===== config.mk =====
export PLATFORM = sky130hd
export DESIGN_NAME = approx_prod_accum
export DESIGN_NICKNAME = d
export VERILOG_FILES = /design/src/rtl/approx_prod_accum.sv
export SDC_FILE = /design/constraint.sdc
export NUM_CORES = 1
export LEC_CHECK = 0
export ABC_AREA = 1
export BUFFER_PORTS_ARGS = -buffer_cell sky130_fd_sc_hd__buf_2
export CAP_MARGIN = 10
export CORE_ASPECT_RATIO = 1.1
export CORE_UTILIZATION = 63
export CTS_CLUSTER_DIAMETER = 120
export DETAILED_ROUTE_END_ITERATION = 8
export HOLD_SLACK_MARGIN = 0.15
export PLACE_DENSITY_LB_ADDON = 0.08
export SYNTH_ARGS = -nofsm -noshare
export SYNTH_HDL_FRONTEND = slang
export SYNTH_SLANG_ARGS = --single-unit

===== constraint.sdc =====
create_clock -name clk -period 8.31 [get_ports clk]
set_input_delay 2.0775 -clock clk [delete_from_list [all_inputs] [get_ports clk]]
set_output_delay 2.0775 -clock clk [all_outputs]
set_load 0.01 [all_outputs]

===== src/rtl/approx_prod_accum.sv =====
// Saturating burst accumulator for the approximate multiplier's product stream.
// Sums up to MAX_LEN products per burst and presents one held result per burst.
module approx_prod_accum #(
  parameter int ACC_W   = 24,
  parameter int MAX_LEN = 256,
  parameter int CNT_W   = 9
) (
  input  logic             clk,
  input  logic             rst,
  input  logic             in_valid,
  output logic             in_ready,
  input  logic [15:0]      in_prod,
  input  logic             in_last,
  input  logic             flush,
  output logic             out_valid,
  input  logic             out_ready,
  output logic [ACC_W-1:0] out_sum,
  output logic [CNT_W-1:0] out_count,
  output logic             out_sat
);

  typedef enum logic [1:0] {
    IDLE  = 2'd0,
    ACCUM = 2'd1,
    HOLD  = 2'd2
  } state_t;

  state_t             state;
  logic [ACC_W-1:0]   acc;
  logic [CNT_W-1:0]   cnt;
  logic               sat;

  logic               accept;
  logic [ACC_W-1:0]   acc_base;
  logic [CNT_W-1:0]   cnt_base;
  logic               sat_base;
  logic [ACC_W:0]     sum_wide;
  logic               ovf;
  logic [ACC_W-1:0]   acc_upd;
  logic [CNT_W-1:0]   cnt_upd;
  logic               sat_upd;
  logic               burst_end;

  assign in_ready = (state != HOLD) && !flush;
  assign accept   = in_valid && in_ready;

  // IDLE starts a fresh burst, so stale accumulator contents never leak in
  always_comb begin
    acc_base  = (state == IDLE) ? '0 : acc;
    cnt_base  = (state == IDLE) ? '0 : cnt;
    sat_base  = (state == IDLE) ? 1'b0 : sat;
    sum_wide  = {1'b0, acc_base} + {{(ACC_W + 1 - 16){1'b0}}, in_prod};
    ovf       = sum_wide[ACC_W];
    acc_upd   = ovf ? '1 : sum_wide[ACC_W-1:0];
    sat_upd   = sat_base || ovf;
    cnt_upd   = cnt_base + CNT_W'(1);
    burst_end = in_last || (cnt_upd == CNT_W'(MAX_LEN));
  end

  always_ff @(posedge clk) begin
    if (rst) begin
      state     <= IDLE;
      acc       <= '0;
      cnt       <= '0;
      sat       <= 1'b0;
      out_valid <= 1'b0;
      out_sum   <= '0;
      out_count <= '0;
      out_sat   <= 1'b0;
    end else begin
      case (state)
        HOLD: begin
          // flush is deliberately ignored here so a finished result is never lost
          if (out_ready) begin
            state     <= IDLE;
            out_valid <= 1'b0;
            acc       <= '0;
            cnt       <= '0;
            sat       <= 1'b0;
          end
        end
        default: begin
          if (flush) begin
            state <= IDLE;
            acc   <= '0;
            cnt   <= '0;
            sat   <= 1'b0;
          end else if (accept) begin
            acc <= acc_upd;
            cnt <= cnt_upd;
            sat <= sat_upd;
            if (burst_end) begin
              state     <= HOLD;
              out_valid <= 1'b1;
              out_sum   <= acc_upd;
              out_count <= cnt_upd;
              out_sat   <= sat_upd;
            end else begin
              state <= ACCUM;
            end
          end
        end
      endcase
    end
  end

endmodule


==> parameters.txt <==
Parameter                              Value

Clock network
  Post-cts sizing count ... 0
  Clock insertion delay at the later pin of the skew report ... 340 ps
  Post-CTS setup buffer count ... 0
  Hold-fix buffer count after cts ... 0
  CTS sink count ... 71
  CTS tree ... done
  Clock transition at the register clock pins on the worst setup and hold paths after CTS ... roughly 70 ps
  Maximum number of buffers from clock root to sink ... 2
  Number of levels in the clock H-tree ... 3
  Cell at the root of the clock tree ... clkbuf_8
  Number of buffers inserted during clock tree synthesis ... 9

Synth
  Area share of the leading cell type in the synthesized netlist ... 30.3%
  Post-synthesis sequential area ratio ... 30.3%
  Number of synthesized register bits ... 71
  Synthesized netlist net count ... between 800 and 900
  Count of synthesis-stage warnings from yosys ... 0
  Count of unique library cells instantiated by Yosys ... 33
  Synth area leaders ... dfxtp_1 30%, nand2_1 17%, nor2_1 9.0%, a21oi_1 8.6%, nand3_1 7.4%
  Primary flip-flop cell chosen by synthesis mapping ... dfxtp_1
  Instance count of the mapped netlist ... 763
  Post-synthesis async set-or-reset flop share ... 0%
  Post-synthesis area per instance ... approximately 6 µm²
  Dominant cell type by area after synthesis ... dfxtp_1
  Mapped cell area ... 4690 µm²
  Number of flops mapped to enable cells by yosys ... 0

Worst setup path
  Reg2Reg Depth ... 10
  Worst endpoint required time ... 8500 ps
  Data arrival time of the critical path ... roughly 4800 ps
  Crit Path Max Fanout ... 97
  WS Path Type ... input pin to flop
  Critical Path End Type ... flop
  CP startpoint kind ... input pin

Global routing
  Initial antenna violation count ... 0
  Maximum number of pins on one net before global-route repair ... 98
  Vias in the first global route ... 4574
  Overflow after GRT ... 0
  Overall track demand over capacity in global routing ... 30.9%
  First-pass GRT wire length ... 19.7 mm

Hold path
  Class of the tightest hold or removal check ... flop to flop
  Cell count of the worst hold path ... 2

Drt
  Routed len/inst ... 13.1 µm
  Via/cell ratio ... 5.49
  Total number of vias ... 4892
  Detailed-route DRC error count ... 10
  Met1 wire length ... 5.15 mm
  Max Used Layer ... met4
  Routed length on met3 ... between 700 and 800 µm
  Initial DRC Count ... 388
  Met2 layer wire length in the routed design ... 5.54 mm
  First-pass detailed-route iteration total ... 7
  Detail Route Antenna Nets ... 0
  Total wire length ... 11.7 mm

Timing
  Fin worst setup slack ... 3730 ps
  Post-layout minimum cycle time ... ~4600 ps
  Post-route clock skew ... 8.96 ps
  Transition at the pin with the smallest max-transition slack ... approximately 1100 ps
  Unrepaired setup endpoints after global routing ... no
  Count of endpoints failing hold in the final timing report ... 0
  Number of setup violations in the final report ... 0
  Share of the cycle needed by the critical path after routing ... 55.1%
  TNS Setup ... 0 ps
  Max Clk Rate ... 0.218 GHz
  Max Slew Vio Count ... 0
  Max-slew headroom at the worst pin ... 27.0%

Pwr
  Leakage power total ... ~2.4 nW
  Power per unit of standard cell area ... 146 nW/µm²
  Switching part of the total ... between 20 and 30%
  Power share of the sequential group ... 48.3%
  Clk pwr share ... 37.3%
  Peak supply drop ... just under 0.08 mV
  Total internal power ... 535 µW
  Relative contribution of combinational cells to total power ... 14.3%
  P_sw ... 208 µW

Finish
  Total Nets Final ... 842
  Number of inserted diodes ... 0
  Fraction of layout instances using a drive strength above 1 ... around an eighth
  Utilization after layout ... 71.9%
  Finished layout cell area ... 5090 µm²
  Area overhead of the layout relative to synthesis ... 8.70%
  Final std cells w/o fill ... 891

Placed design
  Buffers on Ports ... 57
  Number of cells in the design after placement ... 875
  Standard cell area after detailed placement ... between 4000 and 5000 µm²
  Setup Slack @ Placement ... 3380 ps
  Detailed Place HPWL ... between 8 and 9 mm
  Global placement routability congestion ... 0.889

Floorplanning
  IO Count ... 58
  Floorplan die height ... 92.5 µm
  Starting density of the core ... 66.1%
  Core area ... 7090 µm²
  Row count ... 32
  Horizontal extent of the die ... 84.2 µm
  Area enclosed by the die boundary ... 7790 µm²

Run
  Maximum capacitance violations ... 0

Outcome
  Violated checks ... design-rule violations
  Run status ... complete, but fails checks
## layout make-up
cell class | instances | area (µm²)
Multi-Input combinational cell | 570 | 2730
Fill cell | 607 | 1990
Sequential cell | 71 | 1420
Inverter | 90 | 338
Timing Repair Buffer | 59 | 300
Clock buffer | 11 | 141
Tap cell | 85 | 106
Clock inverter | 5 | 57.6
## power by group through the flow
stage	Sequential, mW	Clock [mW]	Combinational [mW]
after floorplan	0.370	0	0.0745
after global placement	0.367	0	0.103
after detailed placement	0.367	0	0.105
after CTS	0.359	0.283	0.105
after global routing	0.361	0.295	0.119
final	0.359	0.277	0.106
## logic make-up (layout without fill, tap and decap cells)
logic type	Yosys count	count (layout)	share of synthesized area, %
simple gates	434	434	39.5
buf+inv	122	165	11.4
compound gates	106	106	11.5
flops	71	71	30.3
fa+ha+maj	19	19	5.23
xor+xnor	11	11	2.06
## cells in the mapped netlist, drive strengths merged (9+ instances only)
cell type,count
buf,19
clkbuf,13
dfxtp,71
nor2,121
ha,18
nand2,224
xor2,10
nand3,70
inv,87
o21ai,22
nand3b,9
a21oi,81
## critical path, cell delays in order
cell and delay [ps]:
buf_2 100, nor2_1 130, nand2_1 110, inv_2 50
buf_4 710, nor2_1 80, o21ai_0 200, clkinv_1 870
nand2_1 320, a21oi_1 100
## stage by stage
stage	power [mW]	hold slack (ps)
after floorplan	0.445	440
after global placement	0.469	437
after detailed placement	0.472	440
after CTS	0.747	451
after global routing	0.775	490
final	0.743	455
## cells in the final DEF, fill, tap and decap left out, drive strengths merged
cell type / Yosys / final
nand3: 70 / 70
dfxtp: 71 / 71
nand3b: 9 / 9
nand2: 224 / 224
nor2: 121 / 121
o31ai: 1 / 1
nand4: 5 / 5
clkbuf: 13 / 11
fa: 1 / 1
bufinv: 0 / 1
or2: 1 / 1
o22ai: 1 / 1
clkinv: 3 / 6
o21a: 1 / 1
inv: 87 / 88
buf: 19 / 59
nor3: 4 / 4
a21oi: 81 / 81
xor2: 10 / 10
ha: 18 / 18
o21ai: 22 / 22
xnor2: 1 / 1
## state kept, by name (all words and copies together) (netlist names)
name	count
out_sum	24
cnt	9
state	2
out_valid	1
out_count	9
out_sat	1
acc	24
sat	1
## final timing paths
| check | startpoint | endpoint | slack [ps] |
|---|---|---|---|
| setup / recovery | flush | cnt[3]$_SDFFE_PP0P_ | 3730 |
| hold / removal | out_count[8]$_SDFFE_PP0P_ | out_count[8]$_SDFFE_PP0P_ | 450 |
| setup reg to reg | state[0]$_SDFFE_PP0P_ | cnt[3]$_SDFFE_PP0P_ | 5080 |
| hold reg to reg | out_count[8]$_SDFFE_PP0P_ | out_count[8]$_SDFFE_PP0P_ | 450 |
## metal layers
layer  vias to the layer above  track usage (%)
met5                         -                0
met4                         0             10.8
met3                        23             4.72
met2                       210             52.4
met1                      2164             39.9
li1                       2495                -
Power figures use the tool's default switching activity.
